File: src/rtl/alu_commit_arbiter.sv
// alu_commit_arbiter: round-robin arbiter that shares the single register-file
// write-back port between N_UNITS execution units.
//
// Ports:
//   clk, rst_n        clock / asynchronous active-low reset
//   unit_valid        per-unit result pending
//   unit_res          per-unit result, unit k at [k*XLEN +: XLEN]
//   unit_rd           per-unit destination, unit k at [k*REG_ADDR_W +: REG_ADDR_W]
//   unit_error        per-unit error flag
//   unit_clear        combinational acknowledge (transfer or flush cycle)
//   flush             synchronous flush, drops the held entry
//   wb_ready          register-file port accepts the presented entry
//   wb_valid/wb_we    entry presented / register write enable (x0 suppressed)
//   wb_rd/wb_data     destination register / write data
//   wb_error/wb_unit  error flag / source unit index of the held entry
//   exc_valid         one-cycle error-trap pulse
//
// Optional feature: define COMMIT_ERR_TRAP_EN to build the precise error trap
// (error entries are not written, raise exc_valid and freeze until flush).
package core_config_pkg;
    localparam int XLEN       = 32;
    localparam int REG_ADDR_W = 5;
endpackage

module alu_commit_arbiter #(
    parameter int N_UNITS    = 4,
    parameter int XLEN       = core_config_pkg::XLEN,
    parameter int REG_ADDR_W = core_config_pkg::REG_ADDR_W
) (
    input  logic                          clk,
    input  logic                          rst_n,
    input  logic [N_UNITS-1:0]            unit_valid,
    input  logic [N_UNITS*XLEN-1:0]       unit_res,
    input  logic [N_UNITS*REG_ADDR_W-1:0] unit_rd,
    input  logic [N_UNITS-1:0]            unit_error,
    output logic [N_UNITS-1:0]            unit_clear,
    input  logic                          flush,
    input  logic                          wb_ready,
    output logic                          wb_valid,
    output logic                          wb_we,
    output logic [REG_ADDR_W-1:0]         wb_rd,
    output logic [XLEN-1:0]               wb_data,
    output logic                          wb_error,
    output logic [2:0]                    wb_unit,
    output logic                          exc_valid
);
    localparam logic [1:0] IDLE = 2'd0;
    localparam logic [1:0] HOLD = 2'd1;
`ifdef COMMIT_ERR_TRAP_EN
    localparam logic [1:0] TRAP = 2'd2;
`endif
    localparam logic [N_UNITS-1:0] ONE  = {{(N_UNITS-1){1'b0}}, 1'b1};
    localparam logic [2:0]         LAST = 3'(N_UNITS - 1);

    logic [1:0]         state;
    logic [2:0]         rr_ptr;
    logic [2:0]         rr_next;
    logic [2:0]         win;
    logic [3:0]         cand;
    logic [N_UNITS-1:0] eligible;
    logic [N_UNITS-1:0] rot;
    logic [N_UNITS-1:0] win_oh;
    logic               held;
    logic               any_elig;
    logic               xfer;

    assign held       = (state == HOLD);
    assign wb_valid   = held & ~flush;
    assign xfer       = wb_valid & wb_ready;
    // The held unit is masked so a transfer cannot immediately re-grant it.
    assign eligible   = unit_valid & ~(held ? ONE << wb_unit : '0);
    assign unit_clear = flush ? '1 : (xfer ? ONE << wb_unit : '0);
    assign rr_next    = (wb_unit == LAST) ? 3'd0 : wb_unit + 3'd1;
    assign win_oh     = ONE << win;

    // Rotate the request vector so bit 0 is rr_ptr; the lowest set bit wins.
    always_comb begin
        rot      = N_UNITS'({eligible, eligible} >> rr_ptr);
        any_elig = 1'b0;
        win      = '0;
        cand     = '0;
        for (int i = N_UNITS - 1; i >= 0; i--) begin
            cand = {1'b0, rr_ptr} + 4'(i);
            if (rot[i]) begin
                any_elig = 1'b1;
                win      = (cand >= 4'(N_UNITS)) ? 3'(cand - 4'(N_UNITS)) : cand[2:0];
            end
        end
    end

`ifdef COMMIT_ERR_TRAP_EN
    logic err_xfer;
    assign err_xfer = xfer & wb_error;
    assign wb_we    = wb_valid & (wb_rd != '0) & ~wb_error;

    always_ff @(posedge clk or negedge rst_n) begin
        if (!rst_n)
            exc_valid <= 1'b0;
        else
            exc_valid <= err_xfer;
    end
`else
    assign wb_we     = wb_valid & (wb_rd != '0);
    assign exc_valid = 1'b0;
`endif

    always_ff @(posedge clk or negedge rst_n) begin
        if (!rst_n) begin
            state    <= IDLE;
            rr_ptr   <= '0;
            wb_rd    <= '0;
            wb_data  <= '0;
            wb_error <= 1'b0;
            wb_unit  <= '0;
        end else if (flush) begin
            state <= IDLE;
`ifdef COMMIT_ERR_TRAP_EN
        end else if (err_xfer) begin
            state  <= TRAP;
            rr_ptr <= rr_next;
`endif
        end else if ((state == IDLE || xfer) && any_elig) begin
            state    <= HOLD;
            wb_rd    <= REG_ADDR_W'(unit_rd >> (win * REG_ADDR_W));
            wb_data  <= XLEN'(unit_res >> (win * XLEN));
            wb_error <= |(unit_error & win_oh);
            wb_unit  <= win;
            if (xfer)
                rr_ptr <= rr_next;
        end else if (xfer) begin
            state  <= IDLE;
            rr_ptr <= rr_next;
        end
    end
endmodule

File: config.mk
export PLATFORM = sky130hd
export DESIGN_NAME = alu_commit_arbiter
export DESIGN_NICKNAME = d
export VERILOG_FILES = /design/src/rtl/alu_commit_arbiter.sv
export SDC_FILE = /design/constraint.sdc
export NUM_CORES = 1
export LEC_CHECK = 0
export CORE_MARGIN = 5
export CORE_UTILIZATION = 40
export CTS_CLUSTER_DIAMETER = 120
export DETAILED_ROUTE_END_ITERATION = 8
export GPL_TIMING_DRIVEN = 1
export PLACE_DENSITY = 0.88
export RECOVER_POWER = 50
export SYNTH_ARGS = -nofsm -noshare
export SYNTH_HDL_FRONTEND = slang
export SYNTH_SLANG_ARGS = --single-unit
File: constraint.sdc
create_clock -name clk -period 4.35 [get_ports clk]
set_input_delay 0.435 -clock clk [delete_from_list [all_inputs] [get_ports clk]]
set_output_delay 0.435 -clock clk [all_outputs]
set_load 0.1 [all_outputs]
=== Word-level counts from Yosys, hierarchy flattened ===
Cells that the tools add are included.

* Register bits after elaboration: 46
* Input bits: 160
* Output and inout port bits: 48
* Word-level logic and storage cells: 60

* Shifts and indexed selects: 5
* Multiplexer cells: 19
* Multipliers: 1
* Reductions and logical operators: 8
* Bitwise operators: 7
* Add/sub/neg operators: 8
* Equal/unequal tests: 2
* $lt $le $gt $ge: 4

{| class="wikitable"
|+ Operators with widths
! kind !! count
|-
| right shift 128 x 8 -> 32 bit || 1
|-
| 2-to-1 mux 3 bit || 9
|-
| right shift 20 x 6 -> 5 bit || 1
|-
| >= comparator 4 x 3 -> 1 bit, second input constant || 3
|-
| 2-to-1 mux 4 bit || 3
|-
| subtractor 3 bit, second input constant || 4
|-
| adder 3 x 2 -> 4 bit, second input constant || 2
|-
| bitwise AND 4 bit || 2
|-
| left shift 1 x 3 -> 4 bit, first input constant || 2
|-
| right shift 8 x 3 -> 4 bit || 1
|-
| multiplier 3 x 3 -> 6 bit, second input constant || 1
|-
| 2-to-1 mux 2 bit || 3
|-
| nonzero test 5 bit || 1
|-
| adder 3 x 1 -> 4 bit, second input constant || 1
|-
| 2-to-1 mux 1 bit || 4
|-
| inverter 4 bit || 1
|-
| AND reduction 2 bit || 2
|-
| OR reduction 4 bit || 1
|-
| adder 3 x 1 -> 3 bit, second input constant || 1
|-
| bitwise AND 1 bit || 3
|-
| equality test 3 x 2 -> 1 bit, second input constant || 1
|-
| >= comparator 3 bit, second input constant || 1
|-
| nonzero test 3 bit || 1
|-
| equality test 2 x 1 -> 1 bit, second input constant || 1
|-
| other kinds (4) || 4
|}

=== Depth between registers and ports, before layout ===
Gate-level depths: netlist of run 1.

* Depth in word-level cells: 12
* Gate-level depth with buffers: 11
* Mapped depth without buffers: 9

=== Worst setup path after synthesis of run 1 ===
Ideal clock, no wire load.

* Path type: register to register
* Start point: register wb_unit[0]
* End point: register wb_data[10]
* Arrival time: 3.267 ns
* Data required time: 4.224 ns
* Setup time: 0.126 ns
* Stages on the path, launching flop included: 9
* Buffers on the path: 1
* Period minus slack after synthesis: 3.393 ns
* Setup slack: 0.957 ns
* Cells stage by stage: dfrtp_1 > ha_1 > nand3b_1 > and2_1 > o32a_2 > o221ai_4 > buf_6 > mux4_1 > mux2_2

* Cells in the longest elaborated chain, start to end: 11
* Elaborated cells on any way between the ends: 16
* Those cells by class: shift: 3; mux: 9; bitwise: 2; reduce/logical: 2

{| class="wikitable"
|+ RTL lines
! item !! RTL line !! text
|-
| start, declared || 44 || <nowiki>output logic [2:0] wb_unit,</nowiki>
|-
| start signal, assigned || 127 || <nowiki>wb_unit <= win;</nowiki>
|-
| left shift 1 x 3 -> 4 bit (*) || 71 || <nowiki>assign eligible = unit_valid & ~(held ? ONE << wb_unit : '0);</nowiki>
|-
| 2-to-1 mux 4 bit (*) || 71 ||
|-
| inverter 4 bit (*) || 71 ||
|-
| bitwise AND 4 bit (*) || 71 ||
|-
| right shift 8 x 3 -> 4 bit (*) || 78 || <nowiki>rot = N_UNITS'({eligible, eligible} >> rr_ptr);</nowiki>
|-
| branches (longest 6 deep; another with right shift 128 x 8 -> 32 bit) || -- ||
|-
| end signal, assigned || 125 || <nowiki>wb_data <= XLEN'(unit_res >> (win * XLEN));</nowiki>
|-
| end, declared || 42 || <nowiki>output logic [XLEN-1:0] wb_data,</nowiki>
|}

Every way passes the cells marked *.
A chain may end at the register's enable or synchronous reset.

=== Worst setup path after layout of run 1 ===
* Start point: register wb_unit[0]
* End point: register wb_data[5]

The elaborated chain is that of the path after synthesis.

==> impl_metrics.tcl, run 1 <==
set metrics [dict create \
    ys.flop_type "dfrtp_1" \
    required_ns 4.52 \
    clock.fmax_mhz 287.0 \
    synth_fp_nets 394 \
    clk_latency_ns 0.30 \
    p_per_area_mw_per_mm2 846.6 \
    fin_skew_ns 0.01930 \
    layout_commonest_cell "clkdlybuf4s50_1" \
    cts_tree "built" \
    setup_tns_ns 0 \
    async_reset_ff_share_pct 100.0 \
    finalMaxSlewViolations 46 \
    drive_gt1_share_pct 16.78 \
    post-dp-hpwl_mm 8.818 \
    diodes 0 \
    io_pins 208 \
    finalNetCount 593 \
    regToRegEndpoint "wb_data[5]" \
    r2r_start "wb_unit[0]" \
    clockBufferDepth 2 \
    fin_area_sq_mm 0.005439 \
    gp_congestion 0.9129 \
    crit_buf_inv 1 \
    finalWorstSetupSlack_ns 0.8656 \
    ctsHoldBuffers 0 \
    leakage_nw 2.175 \
    die-width_um 99.92 \
    drt_iter0_drc 105 \
    worstPathCellList "ha_1, nand3b_1, and2_0, o32a_2, o221ai_4, buf_4, mux4_1, mux2_2" \
    synth_edf_count 0 \
    fin_util_pct 69.66 \
    cap_violations 1 \
    grt_pass1_vias 3265 \
    path_class "flop to flop" \
    slew_headroom_pct -71.16 \
    routed_wirelength_mm 10.74 \
    rsz0062_at_grt "no" \
    r2r_cells 8 \
    globalRouteOverflowTotal 0 \
    cts.sinks 45 \
    cp_slowest_cell "mux4_1" \
    ant_nets 0 \
    ys_seq_area_share_pct 34.82 \
    synthesis.area_sq_mm 0.003234 \
    outcome "complete, but fails checks" \
    grt_pass1_wl_mm 16.37 \
    io_buffers 206 \
    finalCriticalPeriod_ns 3.484 \
    timing.final.hold_violations 0 \
    cts.repair.resized 0 \
    routedWlPerCell_um 20.22 \
    setup_violations 0 \
    core.rowCount 32 \
    crit_family "compound AO/OA/AOI/OAI gates" \
    vias_per_cell 5.439 \
    die-area_sq_mm 0.009984 \
    initial_utilization_pct 41.43 \
    antenna_found_initial 0 \
    final_cell_mix "clkdlybuf4s50_1, dfrtp_1, mux2_2" \
    h-tree-depth 2 \
    crit_path_start_kind "flop" \
    violations "max-capacitance violations, max-slew violations" \
    area_delta_synth_final_pct 68.16 \
    arrival_ns 3.66 \
    routed-via-count 2888 \
    cts_setup_buffers 0 \
    synth_cell_type_count 50 \
    hold_end "wb_error" \
    drc 0 \
    die_y_um 99.92 \
    cts_buffers 5 \
    core_area_sq_mm 0.007807 \
    cp_slowest_stage_delay_ns 0.60 \
    dpl_cell_area_sq_mm 0.005328 \
    whs_path_depth 2 \
    path_clk_slew_ns 0.10 \
    ys_ff_latch 45 \
    grtUsageTotal_pct 21.05 \
    hold_start "wb_error" \
    worstMarginPinSlew_ns 2.567 \
    worstHoldPathType "flop to flop" \
    worstPathMaxFanout 14 \
    pre_cts_slack_ns 0.8614 \
    first_pass_iters 4 \
    yosys_warnings 0 \
    synthCells 229 \
    grt_max_degree 46 \
    post-route-period-util_pct 80.10 \
    rrSetupSlack_ns 0.87 \
    vdd.ir_drop.worst_uv 398.8 \
    cp-end-kind "flop" \
    synth_area_per_cell_sq_um 14.12 \
    root_buffer "clkbuf_8" \
]
[layer usage]
layer	routed length, um	global-route usage [%]
met5	0	0
met1	3651	21.94
met4	255	5.882
met3	764	5.629
met2	6064	40.94
[Yosys cell counts (2+ instances only)]
cell type,count,area [sq um]
mux4_2,12,270.3
and3b_2,2,20.02
a32oi_1,3,26.28
buf_6,4,45.04
mux4_1,25,656.9
dfrtp_1,45,1126
a21o_1,2,15.01
buf_2,7,35.03
and2_1,3,18.77
nor2b_1,3,18.77
ha_1,5,62.56
nand3b_1,4,30.03
buf_4,2,15.01
a21oi_1,5,25.02
mux2i_1,2,20.02
a31o_2,4,35.03
nor2_1,6,22.52
nand2_1,14,52.55
nand3_1,2,10.01
clkbuf_1,3,11.26
o21ai_0,5,25.02
inv_1,6,22.52
mux2_2,38,427.9
[how the worst max path moves through the flow]
| stage | from | end | slack, ns | cells after the start |
|---|---|---|---|---|
| after floorplan | wb_unit[0] | wb_data[10] | 0.96 | 8 |
| after global placement | wb_unit[0] | wb_data[22] | 0.93 | 8 |
| after detailed placement | wb_unit[0] | wb_data[5] | 0.86 | 8 |
| after CTS | wb_unit[0] | wb_data[5] | 0.85 | 8 |
| after global routing | wb_unit[0] | wb_data[5] | 0.62 | 8 |
| final | wb_unit[0] | wb_data[5] | 0.87 | 8 |
[logic make-up after synthesis]
group | Yosys count | synth area share, %
fa+ha+maj | 5 | 1.934
flops | 45 | 34.82
other cells | 1 | 0.1159
simple gates | 44 | 8.047
compound gates | 34 | 8.434
buf+inv | 23 | 4.139
mux | 77 | 42.51
[state kept, by name (all words and copies together) (netlist names)]
signal,flops
rr_ptr,3
state,1
wb_data,32
wb_error,1
wb_rd,5
wb_unit,3
[metrics by stage]
| step | instances | power [mW] | hold slack, ns |
|---|---|---|---|
| after global placement | 523 | 4.255 | 0.4686 |
| final | 531 | 4.605 | 0.4960 |
| after floorplan | 229 | 3.529 | 0.1394 |
| after detailed placement | 523 | 4.345 | 0.4752 |
| after global routing | 531 | 4.821 | 0.5240 |
| after CTS | 531 | 4.684 | 0.3710 |
[worst register-to-register path: stages, from the launching register on]
cell and delay (ns):
dfrtp_1 0.48, ha_1 0.26, nand3b_1 0.22, and2_0 0.25, o32a_2 0.40, o221ai_4 0.52
buf_4 0.38, mux4_1 0.60, mux2_2 0.27
[area by class of cell]
type | instances | area (sq um)
Clock inverter | 1 | 30.03
Timing Repair Buffer | 209 | 2072
Clock buffer | 7 | 86.33
Tap cell | 102 | 127.6
Multi-Input combinational cell | 161 | 1974
Sequential cell | 45 | 1126
Fill cell | 568 | 2369
Inverter | 6 | 22.52
[power by group]
group | internal (mW) | total (mW) | switching [mW] | leakage, nW
logic | 1.26 | 3.50 | 2.25 | 1.58
registers | 0.626 | 0.765 | 0.139 | 0.533
clock network | 0.188 | 0.337 | 0.149 | 0.0585
total | 2.07 | 4.60 | 2.54 | 2.18
(Power assumes the default switching activity.)
==> run 2, diff against run 1 <==
--- a/config.mk
+++ b/config.mk
@@ -6,11 +6,11 @@
 export NUM_CORES = 1
 export LEC_CHECK = 0
 export CORE_MARGIN = 5
-export CORE_UTILIZATION = 40
+export CORE_UTILIZATION = 37
 export CTS_CLUSTER_DIAMETER = 120
 export DETAILED_ROUTE_END_ITERATION = 8
 export GPL_TIMING_DRIVEN = 1
-export PLACE_DENSITY = 0.88
+export PLACE_DENSITY = 0.83
 export RECOVER_POWER = 50
 export SYNTH_ARGS = -nofsm -noshare
 export SYNTH_HDL_FRONTEND = slang
==> constraint.sdc (replaced) <==
create_clock -name clk -period 3.4 [get_ports clk]
set_input_delay 0.34 -clock clk [delete_from_list [all_inputs] [get_ports clk]]
set_output_delay 0.34 -clock clk [all_outputs]
set_load 0.1 [all_outputs]
==> run 2 against run 1 <==
Compared with the run above:
- the run still ends with max-capacitance violations, max-slew violations left
- clock-buffer cell count decreased by 2
- global-route usage fell by 1.6 points
- worst setup slack worse by 0.47 ns
- sequential share of layout area fell by 0.13 points
- fmax increased by 16%
- via count about the same
- critical path depth stayed put
- critical path type unchanged
- critical endpoint is now wb_rd[2]
- largest cell class unchanged
==> impl_metrics.tcl, run 2 (synthesis gave the netlist of run 1 again) <==
set metrics [dict create \
    initial_utilization_pct 37.45 \
    worstMarginPinSlew_ns 2.464 \
    setup_violations 0 \
    clock.fmax_mhz 332.7 \
    cp-end-kind "flop" \
    violations "max-capacitance violations, max-slew violations" \
    drt_iter0_drc 38 \
    largest_register "wb_data" \
    routed-via-count 2889 \
    post-dp-hpwl_mm 8.796 \
    r2r_cells 8 \
    cts_buffers 5 \
    cap_violations 1 \
    regToRegEndpoint "wb_rd[2]" \
    whs_path_depth 2 \
    timing.final.hold_violations 0 \
    die_y_um 103.5 \
    outcome "complete, but fails checks" \
    clk_latency_ns 0.29 \
    crit_path_start_kind "flop" \
    path_class "flop to flop" \
    ctsHoldBuffers 0 \
    finalCriticalPeriod_ns 3.005 \
    grt_max_degree 46 \
    slew_headroom_pct -64.27 \
    worstPathMaxFanout 14 \
    routedWlPerCell_um 19.42 \
    vias_per_cell 5.360 \
    post-route-period-util_pct 88.39 \
    layout_commonest_cell "clkdlybuf4s50_1" \
    routed_wirelength_mm 10.47 \
    antenna_found_initial 0 \
    cts_setup_buffers 0 \
    die-width_um 103.5 \
    globalRouteOverflowTotal 0 \
    vdd.ir_drop.worst_uv 538.4 \
    h-tree-depth 2 \
    cts.sinks 45 \
    rrSetupSlack_ns 0.39 \
    drc 0 \
    first_pass_iters 4 \
    worstHoldPathType "flop to flop" \
    p_per_area_mw_per_mm2 1091 \
    io_buffers 206 \
    grtUsageTotal_pct 19.44 \
    largest_reg_flops 32 \
    grt_pass1_vias 3022 \
    leakage_nw 2.189 \
    final_cell_mix "clkdlybuf4s50_1, dfrtp_1, mux2_2" \
    grt_pass1_wl_mm 15.62 \
    largestRegisters "wb_data x32, wb_rd x5" \
    finalNetCount 595 \
    core.rowCount 34 \
    core_area_sq_mm 0.008636 \
    root_buffer "clkbuf_8" \
    cts_tree "built" \
    hold_end "wb_error" \
    rsz0062_at_grt "no" \
    gp_congestion 0.8910 \
    ant_nets 0 \
    cp-startpoint "wb_unit[0]" \
    die-area_sq_mm 0.01071 \
    arrival_ns 3.18 \
    setup_tns_ns 0 \
    n_fill_cell 683 \
    drive_gt1_share_pct 17.40 \
    hold_start "wb_error" \
    fin_util_pct 63.37 \
    cts.repair.resized 0 \
    path_clk_slew_ns 0.08 \
    required_ns 3.58 \
    area_delta_synth_final_pct 69.21 \
    clockBufferDepth 2 \
    diodes 0 \
    fin_skew_ns 0.008171 \
    finalMaxSlewViolations 46 \
    io_pins 208 \
    r2r_start "wb_unit[0]" \
]
-- run 2: changes by cell type in the layout (fill, tap and decap cells not counted) --
| cell | change |
|---|---|
| dlygate4sd3_1 | -5 |
| clkbuf_1 | +4 |
| buf_12 | +2 |
| bufinv_16 | +1 |
| clkbuf_8 | -1 |
| clkinv_2 | +1 |
-- run 2: how the worst max path moves through the flow --
stage                  endpoint  slack (ns)  cells past startpoint
floorplan           wb_data[10]       0.007                      8
global placement       wb_rd[1]        0.45                      8
detailed placement  wb_data[26]        0.41                      8
CTS                 wb_data[26]        0.41                      8
global route        wb_data[26]        0.27                      8
finish                 wb_rd[2]        0.39                      8
-- run 2: critical path, stage by stage, from the launching register on --
cell and delay, ns:
dfrtp_1 0.44, ha_1 0.22, nand3b_1 0.20, and2_0 0.25, o32a_2 0.39, o221ai_4 0.24
buf_4 0.29, mux4_1 0.59, mux2_2 0.27
-- run 2: cell type report --
class,count,area [sq um],area share [%]
flip-flops and latches,45,1126,20.58
multi-input cells,161,1974,36.08
clock inverters,3,65.06,1.189
inverters,6,22.52,0.4115
repair buffers,211,2081,38.02
well taps,108,135.1,2.469
clock buffers,5,68.82,1.257
-- run 2: where the power goes --
group / leakage, nW / switching [mW] / internal (mW)
sequential: 0.533 / 0.173 / 0.802
clock: 0.0681 / 0.182 / 0.292
combinational: 1.59 / 2.87 / 1.65
-- run 2: metal layers --
metal	wire length (um)	GRT usage [%]
met5	0	0
met4	282	6.175
met3	774	6.103
met2	5917	36.86
met1	3490	20.17
-- run 2: through the flow --
stage	area, sq um	setup WS, ns	hold slack (ns)	cells	total power [mW]
2_1_floorplan	3234	0.007131	0.04441	229	4.515
3_3_place_gp	5363	0.4510	0.4729	531	5.502
3_5_place_dp	5363	0.4141	0.4748	531	5.595
4_1_cts	5497	0.4068	0.2497	539	6.074
5_1_grt	5473	0.2714	0.5256	539	6.243
6_report	5473	0.3946	0.4899	539	5.968
==> run 3, diff against run 2 <==
--- a/config.mk
+++ b/config.mk
@@ -5,6 +5,7 @@
 export SDC_FILE = /design/constraint.sdc
 export NUM_CORES = 1
 export LEC_CHECK = 0
+export ABC_CLOCK_PERIOD_IN_PS = 3400
 export CORE_MARGIN = 5
 export CORE_UTILIZATION = 37
 export CTS_CLUSTER_DIAMETER = 120
==> results of run 3 <==
No change in the layout: final DEF, timing and power equal those of run 2.
